$ cat src/rtl/instr_encoder.sv
// instr_encoder: RV32 instruction encoder with LI pseudo-instruction expansion
// into one or two words, valid/ready on both sides.
module instr_encoder (
    input  logic        clk,
    input  logic        rst_n,
    input  logic        req_valid,
    output logic        req_ready,
    input  logic [3:0]  req_kind,
    input  logic [2:0]  req_funct3,
    input  logic [6:0]  req_funct7,
    input  logic [4:0]  req_rd,
    input  logic [4:0]  req_rs1,
    input  logic [4:0]  req_rs2,
    input  logic [31:0] req_imm,
    output logic        out_valid,
    input  logic        out_ready,
    output logic [31:0] out_instr,
    output logic        out_last,
    output logic        err,
    output logic [15:0] instr_count
);
    typedef enum logic [1:0] {IDLE, EMIT1, EMIT2} state_t;
    state_t state, state_nx;
    logic [31:0] w1, w2, word2;
    logic [19:0] hi;
    logic [11:0] lo;
    logic two, bad, pend, accept, hs, fit12, fit13, fit21, is_shift;
    assign fit12 = &req_imm[31:11] | ~|req_imm[31:11];
    assign fit13 = &req_imm[31:12] | ~|req_imm[31:12];
    assign fit21 = &req_imm[31:20] | ~|req_imm[31:20];
    assign is_shift = req_funct3[1:0] == 2'b01;
    assign lo = req_imm[11:0];
    // upper part rounds up when the sign-extended low part is negative
    assign hi = req_imm[31:12] + {19'd0, req_imm[11]};
    assign req_ready = state == IDLE;
    assign out_valid = state != IDLE;
    assign accept = req_valid & req_ready;
    assign hs = out_valid & out_ready;
    always_comb begin
        w1 = 32'd0;
        w2 = {lo, req_rd, 3'b000, req_rd, 7'b0010011};
        two = 1'b0;
        bad = 1'b0;
        case (req_kind)
            4'd0: w1 = {req_funct7, req_rs2, req_rs1, req_funct3, req_rd, 7'b0110011};
            4'd1: begin
                w1 = is_shift ? {req_funct7, req_imm[4:0], req_rs1, req_funct3, req_rd, 7'b0010011}
                              : {req_imm[11:0], req_rs1, req_funct3, req_rd, 7'b0010011};
                bad = is_shift ? |req_imm[31:5] : !fit12;
            end
            4'd2: begin
                w1 = {req_imm[11:0], req_rs1, req_funct3, req_rd, 7'b0000011};
                bad = !fit12;
            end
            4'd3: begin
                w1 = {req_imm[11:5], req_rs2, req_rs1, req_funct3, req_imm[4:0], 7'b0100011};
                bad = !fit12;
            end
            4'd4: begin
                w1 = {req_imm[12], req_imm[10:5], req_rs2, req_rs1, req_funct3,
                      req_imm[4:1], req_imm[11], 7'b1100011};
                bad = !fit13 | req_imm[0];
            end
            4'd5: begin
                w1 = {req_imm[20], req_imm[10:1], req_imm[11], req_imm[19:12], req_rd, 7'b1101111};
                bad = !fit21 | req_imm[0];
            end
            4'd6: begin
                w1 = {req_imm[11:0], req_rs1, 3'b000, req_rd, 7'b1100111};
                bad = !fit12;
            end
            4'd7: w1 = {req_imm[31:12], req_rd, 7'b0110111};
            4'd8: w1 = {req_imm[31:12], req_rd, 7'b0010111};
            4'd9: begin
                w1 = fit12 ? {lo, 5'd0, 3'b000, req_rd, 7'b0010011} : {hi, req_rd, 7'b0110111};
                two = !fit12 & |lo;
            end
            default: bad = 1'b1;
        endcase
    end
    always_comb begin
        state_nx = state;
        case (state)
            IDLE:    state_nx = (req_valid && !bad) ? EMIT1 : IDLE;
            EMIT1:   state_nx = !out_ready ? EMIT1 : pend ? EMIT2 : IDLE;
            EMIT2:   state_nx = out_ready ? IDLE : EMIT2;
            default: state_nx = IDLE;
        endcase
    end
    always_ff @(posedge clk or negedge rst_n)
        if (!rst_n) state <= IDLE;
        else state <= state_nx;
    always_ff @(posedge clk or negedge rst_n)
        if (!rst_n) begin
            out_instr   <= 32'd0;
            out_last    <= 1'b0;
            word2       <= 32'd0;
            pend        <= 1'b0;
            err         <= 1'b0;
            instr_count <= 16'd0;
        end else begin
            err <= accept & bad;
            if (hs) instr_count <= instr_count + 16'd1;
            if (accept && !bad) begin
                out_instr <= w1;
                out_last  <= !two;
                word2     <= w2;
                pend      <= two;
            end else if (hs && state == EMIT1 && pend) begin
                out_instr <= word2;
                out_last  <= 1'b1;
                pend      <= 1'b0;
            end
        end
endmodule

$ cat config.mk
export PLATFORM = sky130hd
export DESIGN_NAME = instr_encoder
export DESIGN_NICKNAME = d
export VERILOG_FILES = /design/src/rtl/instr_encoder.sv
export SDC_FILE = /design/constraint.sdc
export NUM_CORES = 1
export LEC_CHECK = 0
export CAP_MARGIN = 25
export CORE_UTILIZATION = 45
export DETAILED_ROUTE_END_ITERATION = 16
export PLACE_DENSITY = 0.75
export SLEW_MARGIN = 20
export SYNTH_ARGS = -nofsm -noshare
export SYNTH_HDL_FRONTEND = slang
export SYNTH_SLANG_ARGS = --single-unit
$ cat constraint.sdc
create_clock -name clk -period 2.5 [get_ports clk]
set_clock_uncertainty 0.15 [all_clocks]
set_input_delay 0.625 -clock clk [delete_from_list [all_inputs] [get_ports clk]]
set_output_delay 0.625 -clock clk [all_outputs]
set_load 0.005 [all_outputs]
* Word-level counts from Yosys, hierarchy flattened
Cells that the tools add are included.
** Word-level totals
- Bits in registers :: 78
** Operators by class
- Reduce and logical (&&, ||, !) cells :: 26
- Multiplexer cells :: 17
- Add/subtract/negate cells :: 2
- Bitwise logic cells :: 9
- Eq/ne operators :: 12
** Operators by type and width (count)
- one-hot mux 32 bit (10 select lines) :: 1
- two-way mux 32 bit :: 4
- OR reduction 27 bit :: 1
- OR reduction 12 bit :: 2
- AND reduction 21 bit :: 1
- OR reduction 21 bit :: 1
- adder 20 x 1 -> 20 bit :: 1
- AND reduction 20 bit :: 1
- OR reduction 20 bit :: 1
- adder 16 x 1 -> 16 bit (second input constant) :: 1
- equality test 4 x 3 -> 1 bit (second input constant) :: 4
- AND reduction 12 bit :: 1
- equality test 4 x 2 -> 1 bit (second input constant) :: 2
- equality test 4 bit (second input constant) :: 2
- zero test 1 bit :: 8
- two-way mux 1 bit :: 7
- two-way mux 2 bit :: 3
- one-hot mux 2 bit (3 select lines) :: 1
- bitwise OR 1 bit :: 5
- one-hot mux 1 bit (5 select lines) :: 1
- bitwise AND 1 bit :: 4
- equality test 2 x 1 -> 1 bit (second input constant) :: 2
- equality test 4 x 1 -> 1 bit (second input constant) :: 1
- logical AND 1 bit :: 4
- other kinds (6) :: 7

* Longest topological paths before layout
Gate-level depths: netlist of the first run.
- Depth in word-level cells :: 10
- Gate-level depth with buffers :: 9

* Worst setup path before layout of the first run
Ideal clock, no wire load.
- Kind :: input port to flip-flop
- Start point :: input req_imm[24]
- End point :: register word2[31]
- Stages on the path :: 8
- Library setup time :: 0.128 ns
- Data required time :: 2.222 ns
- Arrival time :: 2.507 ns
- Setup slack :: -0.285 ns
- Cells stage by stage :: clkbuf_1 -> nor4_1 -> nand3_1 -> a2bb2o_1 -> o21ai_1 -> a211oi_4 -> buf_4 -> mux2_1
** Between the ends
- Word-level cells in the longest chain between the ends :: 8
- Elaborated cells on any way between the ends :: 22
- Those cells by class :: mux: 2; bitwise: 5; reduce/logical: 15
** RTL lines
- from (decl) :: line 14 : input logic [31:0] req_imm,
- OR reduction 21 bit, or another cell as far along :: line 28 : assign fit12 = &req_imm[31:11] | ~|req_imm[31:11];
- zero test 1 bit (on tied branches) :: line 28, 29, 30
- bitwise OR 1 bit (on tied branches) :: line 28, 29, 30
- zero test 1 bit (on tied branches)
- two-way mux 1 bit, or another cell as far along :: line 49 : bad = is_shift ? |req_imm[31:5] : !fit12;
- one-hot mux 1 bit (5 select lines) (*) :: line 44 : case (req_kind)
- zero test 1 bit (*) :: line 104 : if (accept && !bad) begin
- logical AND 1 bit (*) :: line 104
- to (signal assigned) :: line 107 : word2 <= w2;
- to (decl) :: line 24 : logic [31:0] w1, w2, word2;
Mark *: on every way between the ends. The rest lies on a longest branch, timed or not.
A chain may end at the register's enable or synchronous reset.

* Worst setup path in the final report of the first run
- Start point :: input req_imm[11]
- End point :: register out_instr[27]
** Between the ends
- Word-level cells in the longest chain between the ends :: 9
- Elaborated cells on any way between the ends :: 15
- Those cells by class :: add/sub: 1; mux: 5; bitwise: 1; reduce/logical: 8
** RTL lines
- parallel branches: the longest is 9 deep, another holds adder 20 x 1 -> 20 bit
- to (signal assigned) :: line 105 : out_instr <= w1;
- to (signal assigned) :: line 110 : out_instr <= word2;
- to (decl) :: line 17 : output logic [31:0] out_instr,
Several ways; the timed one is not identified.

==> results of run 1 <==
-- cell families (layout without fill, tap and decap cells) --
family	after synthesis	after routing	share of synthesized area [%]
AO/OA/AOI/OAI	117	117	18.7
XOR/XNOR	27	27	5.25
adder cells (fa/ha/maj)	4	4	1.11
buffers and inverters	40	288	3.95
flip-flops	70	70	38.9
multiplexers	62	62	14.4
AND/OR/NAND/NOR	148	148	17.7
-- flip-flops by register name (all words and copies together), names as in the netlist --
name and count:
instr_count 16, pend 1, state 2, out_instr 31, out_last 1, word2 18
err 1
-- routing by layer --
| layer | global-route usage (%) | routed length (um) | vias up |
|---|---|---|---|
| met1 | 38.4 | 6490 | 2449 |
| li1 | - | - | 2247 |
| met4 | 14.6 | 686 | 0 |
| met3 | 5.06 | 1150 | 64 |
| met5 | 0 | 0 | - |
| met2 | 52.6 | 8100 | 276 |
-- worst paths after layout --
| kind | end | slack [ns] | cells after the start |
|---|---|---|---|
| worst min-delay path | out_instr[18] | 0.08 | 1 |
| worst max register to register | word2[15] | 0.39 | 7 |
| min in group clk | instr_count[15] | 0.33 | 1 |
| worst max-delay path | out_instr[27] | -0.06 | 11 |
| max in group asynchronous | word2[20] | 1.49 | 2 |
| worst min register to register | instr_count[15] | 0.33 | 1 |
-- what timing repair did --
item / CTS / global route
gates cloned: 2 / 2
pin swaps: 24 / 21
resized for setup: 107 / 64
endpoints found under the setup margin: 52 / 45
buffers inserted: 14 / 13
-- cell usage after synthesis (3+ instances only) --
master / instances / area share [%]
and3_1: 5 / 0.69
mux2_1: 18 / 4.5
a221oi_1: 11 / 2.1
o21ai_0: 3 / 0.33
xnor2_1: 17 / 3.3
nor2_1: 18 / 1.5
buf_2: 4 / 0.44
mux2i_1: 40 / 8.9
a22o_1: 5 / 0.97
o22ai_1: 7 / 0.97
a22oi_1: 11 / 1.8
nor2b_1: 10 / 1.4
nand2_1: 37 / 3.1
ha_1: 4 / 1.1
mux2_2: 4 / 1.0
nand4_1: 5 / 0.69
nor4_1: 8 / 1.1
or2_2: 3 / 0.42
dfrtp_1: 70 / 39
nand3_1: 18 / 2.0
a31oi_1: 5 / 0.69
or3_1: 3 / 0.42
clkbuf_1: 20 / 1.7
nand2b_1: 4 / 0.56
xor2_1: 10 / 1.9
nor3_1: 11 / 1.2
a222oi_1: 5 / 1.1
or4_1: 4 / 0.67
a211oi_1: 10 / 1.7
buf_4: 6 / 1.0
and2_1: 8 / 1.1
and4_1: 5 / 0.97
a21oi_1: 33 / 3.7
inv_1: 9 / 0.75
-- power groups by stage --
stage                     Combinational, mW  Clock, mW  Sequential [mW]
after CTS                              1.43       1.14             1.62
after detailed placement               1.39          0             1.64
after floorplan                       0.571          0             1.62
final                                  1.51       1.14             1.63
after global placement                 1.35          0             1.63
after global routing                   1.61       1.20             1.66
-- final cells by class --
class	count	share of cell area [%]
multi-input combinational	358	39.4
timing repair buffer	263	31.3
sequential	70	23.4
tap	133	2.22
clock buffer	9	1.65
clock inverter	7	1.62
inverter	9	0.451
-- metrics by stage --
| step | hold WS (ns) | setup TNS, ns | setup WS, ns |
|---|---|---|---|
| after floorplan | 0.179 | -1.02 | -0.0612 |
| after global placement | 0.310 | -32.76 | -0.704 |
| after detailed placement | 0.323 | -34.74 | -0.754 |
| after CTS | 0.0922 | -0.0273 | -0.0273 |
| after global routing | 0.106 | -2.03 | -0.105 |
| final | 0.0761 | -0.453 | -0.0609 |
==> impl_metrics.ini, run 1 <==
[status]
status = finished with violations
violations = setup timing

[placed_design]
io_buffer_count = 116
place_congestion = 0.960
dp_hpwl_um = 11400
placed_area_um2 = 6760
place_inst = 802

[yosys]
syn-cell-area_um2 = 4500
ys.flop_type = dfrtp_1
ys_types = 60
syn_inst = 468
yosysSeqAreaShare_pct = 38.9
yosysWarnings = 0
synthArstFlopShare_pct = 100
synth-edff-count = 0
synth_seq_cells = 70
syn-num-nets = 537
avgSynthCellArea_um2 = 9.62

[job]
max_cap_viol_count = 0

[clock_tree]
clk-insertion-delay-late_ns = 0.35
path_clk_slew_ns = 0.09
cts-root-buf = clkbuf_8
h-tree-depth = 3
cts_max_path_buffers = 2
cts_sinks = 70
cts_hold_buf = 0
numCtsBuffers = 9
tritoncts = done

[finish]
diodes = 0
drive_gt1_share_pct = 35.6
postLayoutCoreUtil_pct = 77.1
fin_area_um2 = 7500
n_fill_cell = 668
mostFrequentLayoutCell = buf_4
stdcell_count = 849
final_cell_mix = 129 x buf_4, 84 x clkdlybuf4s50_1, 70 x dfrtp_1
multi_input_area_um2 = 2950
syn_to_final_growth_pct = 66.5
nets = 780
final-seq-area_um2 = 1750

[hold_path]
hold_class = input pin to async pin

[power]
power_frac_clock_pct = 26.7
irDropWorstVdd_v = 0.000326
seqPwrFrac_pct = 38.1
pwr-share-comb_pct = 35.2
power_mw = 4.28
internal-power_mw = 3.02
power.density_nw_per_um2 = 571
p_leak_nw = 3.35
switching_share_pct = 29.4
power.switching_mw = 1.26

[sta]
hold_violations = 0
setup_ws_ns = -0.0609
slew_violations = 0
setup_viol = 22
min_period_over_period_pct = 102
slew_headroom_pct = 67.2
worst_pin_slew_ns = 0.492
fmax_mhz = 390
grt_setup_unrepaired = true
timing.final.crit_period_ns = 2.56

[floorplanning]
die_area_um2 = 10400
die_w_um = 102
start_util_pct = 46.3
io_pins = 117
dieHeight_um = 102
coreArea_um2 = 9730
rows = 36

[global_routing]
grt_pass1_wl_um = 24500
antenna_found_initial = 0
grt_max_degree = 52
grt.total_usage_pct = 30.9
overflow = 0
grt_pass1_vias = 4951

[route]
drt_wl_total_um = 16400
via_count = 5036
drc = 0
wl_per_cell_um = 19.3
first_iter_violations = 411
vias_per_cell = 5.93
drtPass1Iterations = 7
ant_nets = 0

[critical_path]
crit_path_start_kind = input pin
cp_data_arrival_time_ns = 2.64
startpoint = req_imm[11]
slowest_delay_ns = 0.41
cp_data_required_time_ns = 2.57
crit_path_end_kind = flop
path_delay_family = buffers and inverters
critPathKind = input pin to flop
path_max_fanout = 3
crit_buf_inv = 5
r2r_start = state[0]
cpMaxStageDelayCell = a221oi_1
cp_common_cell = buf_4
crit_chain = clkdlybuf4s15_1, ha_2, nand4_1, buf_4, nor4_4, buf_4, buf_4, buf_4, o21bai_1, a221oi_1, mux2i_1
Power figures use the tool's default switching activity.
==> run 2, diff against run 1 <==
--- a/config.mk
+++ b/config.mk
@@ -6,8 +6,10 @@
 export NUM_CORES = 1
 export LEC_CHECK = 0
 export CAP_MARGIN = 25
+export CORE_MARGIN = 4
 export CORE_UTILIZATION = 45
 export DETAILED_ROUTE_END_ITERATION = 16
+export GPL_TIMING_DRIVEN = 1
 export PLACE_DENSITY = 0.75
 export SLEW_MARGIN = 20
 export SYNTH_ARGS = -nofsm -noshare
==> run 2 against run 1 <==
  * The flow now finishes without violations
  * Maximum frequency is 3.6% higher
  * Count of clock-buffer cells in the layout is 1 higher
  * Utilization is 2.0 points lower
  * Sequential cell count stayed put
  * Final cell count is 2.0% lower
  * Power is 4.7% lower
  * First-iteration DRC count is 23% lower
  * Routed wire length is 3.0% lower
  * Largest cell class unchanged
==> impl_metrics.ini, run 2 (synthesis gave the netlist of run 1 again) <==
[clock_tree]
cts_max_path_buffers = 2
numCtsBuffers = 9
tritoncts = done
path_clk_slew_ns = 0.08
cts-root-buf = clkbuf_8
clk-insertion-delay-late_ns = 0.35
cts_sinks = 70
h-tree-depth = 3
cts_hold_buf = 0

[global_routing]
grt_pass1_wl_um = 25200
antenna_found_initial = 0
grt_pass1_vias = 4978
grt.total_usage_pct = 27.6
grt_max_degree = 43
overflow = 0

[status]
status = completed

[floorplanning]
die_area_um2 = 11700
start_util_pct = 46.1
rows = 36
io_pins = 117
coreArea_um2 = 9770
dieHeight_um = 108
die_w_um = 108

[power]
power_mw = 4.08
power.switching_mw = 1.24
seqPwrFrac_pct = 40.1
internal-power_mw = 2.84
switching_share_pct = 30.4
irDropWorstVdd_v = 0.000338
power.density_nw_per_um2 = 556
power_frac_clock_pct = 23.4
p_leak_nw = 3.23
pwr-share-comb_pct = 36.5

[finish]
top_regs = out_instr (31), word2 (18), instr_count (16)
final_cell_mix = 118 x buf_4, 82 x clkdlybuf4s50_1, 70 x dfrtp_1
mostFrequentLayoutCell = buf_4
largest_register = out_instr
postLayoutCoreUtil_pct = 75.0
drive_gt1_share_pct = 33.8
syn_to_final_growth_pct = 62.9
nets = 762
largest_reg_flops = 31
fin_area_um2 = 7330

[placed_design]
placed_area_um2 = 6710
dp_hpwl_um = 11700
io_buffer_count = 116
place_congestion = 0.939

[route]
drtPass1Iterations = 6
drt_wl_total_um = 15900
first_iter_violations = 316
ant_nets = 0
drc = 0
via_count = 4829
wl_per_cell_um = 19.1
vias_per_cell = 5.80

[critical_path]
cp_data_arrival_time_ns = 2.59
critPathKind = input pin to flop
startpoint = req_imm[17]
path_max_fanout = 4
crit_path_start_kind = input pin
crit_path_end_kind = flop
cp_data_required_time_ns = 2.62
r2r_start = state[0]

[sta]
hold_violations = 0
worst_pin_slew_ns = 0.657
slew_violations = 0
timing.final.crit_period_ns = 2.47
min_period_over_period_pct = 98.8
fin_tns_setup_ns = 0
setup_viol = 0
slew_headroom_pct = 56.2
grt_setup_unrepaired = true
fmax_mhz = 405

[job]
max_cap_viol_count = 0

[hold_path]
hold_class = input pin to async pin
==> run 2: cell types whose count changed in the layout (fill, tap and decap cells not counted), moves of 4 or more <==
cell	previous run	this run
buf_4	129	118
buf_6	14	9
clkbuf_2	7	2
clkdlybuf4s15_1	1	5
==> run 2: layout make-up <==
type	count	area [um2]
diodes	1	2.50
repair buffers	245	2210
fillers	726	2440
clock inverters	6	68.8
well taps	133	166
clock buffers	10	138
multi-input cells	358	2960
flip-flops and latches	70	1750
inverters	9	36.3
==> run 2: timing repair <==
item / in CTS / in global routing
pin swaps: 26 / 20
endpoints found under the setup margin: 52 / 51
setup buffers: 13 / 4
resized for setup: 126 / 45
cloned: 4 / 0
==> run 2: routing by layer <==
metal  up-vias  track usage (%)  share of wire, %
met5         -                0                 0
met4         0             10.4               3.1
met3        38             6.03               6.7
met2       202             46.1                49
met1      2366             35.0                41
li1       2223                -                 -
==> run 2: through the flow <==
stage	std cells	hold WS, ns	setup slack, ns
after floorplan	468	0.179	-0.0612
after global placement	796	0.309	-0.688
after detailed placement	796	0.317	-0.718
after CTS	828	0.144	0.00131
after global routing	831	0.173	-0.0220
final	832	0.137	0.0291
==> run 2: final timing paths <==
path,depth (start not counted),slack [ns],end
setup / recovery,9,0.03,out_instr[31]
hold / removal,1,0.14,out_instr[14]
setup reg to reg,8,0.42,out_instr[6]
hold reg to reg,1,0.34,instr_count[15]
max in group asynchronous,2,1.40,out_instr[21]
min in group clk,1,0.34,instr_count[15]
==> run 2: worst max-delay path, cell delays in order <==
cell             delay, ns
clkdlybuf4s15_1       0.28
nand4_1               0.19
buf_4                 0.21
nor4_4                0.28
buf_4                 0.17
and3_1                0.16
a31oi_1               0.12
o311a_1               0.38
mux2i_1               0.18
==> run 2: power groups by stage <==
stage	registers (mW)	logic [mW]	clock network, mW
2_1_floorplan	1.62	0.571	0
3_3_place_gp	1.62	1.36	0
3_5_place_dp	1.64	1.40	0
4_1_cts	1.62	1.46	0.973
5_1_grt	1.66	1.60	1.03
6_report	1.64	1.49	0.956
==> run 3, diff against run 2 <==
--- a/config.mk
+++ b/config.mk
@@ -6,11 +6,13 @@
 export NUM_CORES = 1
 export LEC_CHECK = 0
 export CAP_MARGIN = 25
+export CELL_PAD_IN_SITES_DETAIL_PLACEMENT = 1
+export CELL_PAD_IN_SITES_GLOBAL_PLACEMENT = 1
 export CORE_MARGIN = 4
-export CORE_UTILIZATION = 45
+export CORE_UTILIZATION = 37
 export DETAILED_ROUTE_END_ITERATION = 16
 export GPL_TIMING_DRIVEN = 1
-export PLACE_DENSITY = 0.75
+export PLACE_DENSITY_LB_ADDON = 0.1
 export SLEW_MARGIN = 20
 export SYNTH_ARGS = -nofsm -noshare
 export SYNTH_HDL_FRONTEND = slang
==> run 3 against run 2 <==
  * The flow now finishes with violations (setup timing)
  * Cell area is 3.4% higher
  * Clock power is 49% higher
  * Critical path depth is 2 higher
==> impl_metrics.ini, run 3 (synthesis gave the netlist of run 1 again) <==
[sta]
slew_violations = 0
worst_pin_slew_ns = 0.504
hold_violations = 0
fin_tns_setup_ns = -0.612
min_period_over_period_pct = 102
slew_headroom_pct = 66.4
timing.final.crit_period_ns = 2.55
setup_ws_ns = -0.0538
fmax_mhz = 392
grt_setup_unrepaired = true
setup_viol = 28

[power]
power.density_nw_per_um2 = 614
p_leak_nw = 3.34
irDropWorstVdd_v = 0.000321

[floorplanning]
die_area_um2 = 14000
coreArea_um2 = 12000
start_util_pct = 37.6
dieHeight_um = 118
rows = 40
io_pins = 117
die_w_um = 118

[finish]
largest_reg_flops = 31
top_regs = out_instr (31), word2 (18), instr_count (16)
nets = 783
mostFrequentLayoutCell = buf_4
stdcell_count = 866
n_fill_cell = 1345
syn_to_final_growth_pct = 68.5
drive_gt1_share_pct = 35.6
largest_register = out_instr
diodes = 0
final_cell_mix = 133 x buf_4, 84 x clkdlybuf4s50_1, 70 x dfrtp_1

[clock_tree]
numCtsBuffers = 9
cts-root-buf = clkbuf_16
cts_sinks = 70
cts_hold_buf = 0
cts_max_path_buffers = 2
path_clk_slew_ns = 0.06
h-tree-depth = 3
tritoncts = done
clk-insertion-delay-late_ns = 0.33

[route]
vias_per_cell = 5.82
wl_per_cell_um = 23.3
ant_nets = 0
first_iter_violations = 358
drt_wl_total_um = 20200
drtPass1Iterations = 5
via_count = 5043
drc = 0

[placed_design]
pre_cts_ws_ns = -0.863
place_inst = 829
io_buffer_count = 116
dp_hpwl_um = 13900
place_congestion = 0.899

[critical_path]
r2r_cells = 7
path_max_fanout = 6
rr_endpoint = out_instr[14]
crit_path_start_kind = input pin
critPathKind = input pin to flop
startpoint = req_imm[27]
crit_path_end_kind = flop
cp_data_arrival_time_ns = 2.64
r2r_start = state[0]
cp_data_required_time_ns = 2.59
reg2reg_slack_ns = 0.47

[status]
violations = setup timing
status = finished with violations

[global_routing]
grt_pass1_wl_um = 31800
grt_pass1_vias = 5596
grt.total_usage_pct = 28.8
overflow = 0
antenna_found_initial = 0
grt_max_degree = 53

[job]
max_cap_viol_count = 0

[hold_path]
hold_class = input pin to async pin
[run 3: what timing repair did]
item,4_1_cts,5_1_grt
setup endpoints to repair,52,52
gates cloned,3,0
buffers inserted,20,1
pin swaps,21,23
resized for setup,113,54
[run 3: layout make-up]
cell class | instances | area (um2) | share of cell area [%]
clock buffer | 11 | 243 | 3.20
clock inverter | 5 | 81.3 | 1.07
inverter | 9 | 33.8 | 0.445
multi-input combinational | 358 | 2960 | 39.0
sequential | 70 | 1750 | 23.1
tap | 147 | 184 | 2.42
timing repair buffer | 266 | 2330 | 30.7
[run 3: how the worst max path moves through the flow]
stage                         end  depth (start not counted)  slack, ns
CTS                     word2[25]                         11      -0.08
detailed placement  out_instr[14]                          9      -0.86
finish              out_instr[14]                         11      -0.05
global placement    out_instr[19]                          9      -0.70
global route        out_instr[14]                         10      -0.09
floorplan                    pend                          8      -0.06
[run 3: metrics by stage]
stage          total power, mW  hold slack (ns)  util (%)  area, um2
2_1_floorplan             2.19            0.179         -       4700
3_3_place_gp              3.02            0.306      57.4       6860
3_5_place_dp              3.10            0.313      57.4       6860
4_1_cts                   4.61            0.104      63.4       7580
5_1_grt                   4.86            0.125      63.4       7580
6_report                  4.66           0.0979      63.4       7580
[run 3: where the power goes]
part	switching [mW]	internal, mW	leakage, nW
sequential	0.232	1.43	0.884
clock	0.521	0.904	0.156
combinational	0.629	0.942	2.30
[run 3: routing by layer]
metal | track usage (%) | wire (um) | vias to the layer above
li1 | - | - | 2252
met2 | 49.6 | 10300 | 198
met5 | 0 | 0 | -
met3 | 4.64 | 1010 | 48
met1 | 35.2 | 8200 | 2545
met4 | 13.3 | 668 | 0
[run 3: critical path, stage by stage]
cell      delay (ns)
clkbuf_4        0.15
nand4_1         0.15
buf_4           0.19
nor4_4          0.31
a2bb2o_4        0.20
o21ai_4         0.07
a211oi_4        0.27
buf_6           0.17
buf_8           0.14
buf_8           0.14
mux2i_2         0.23
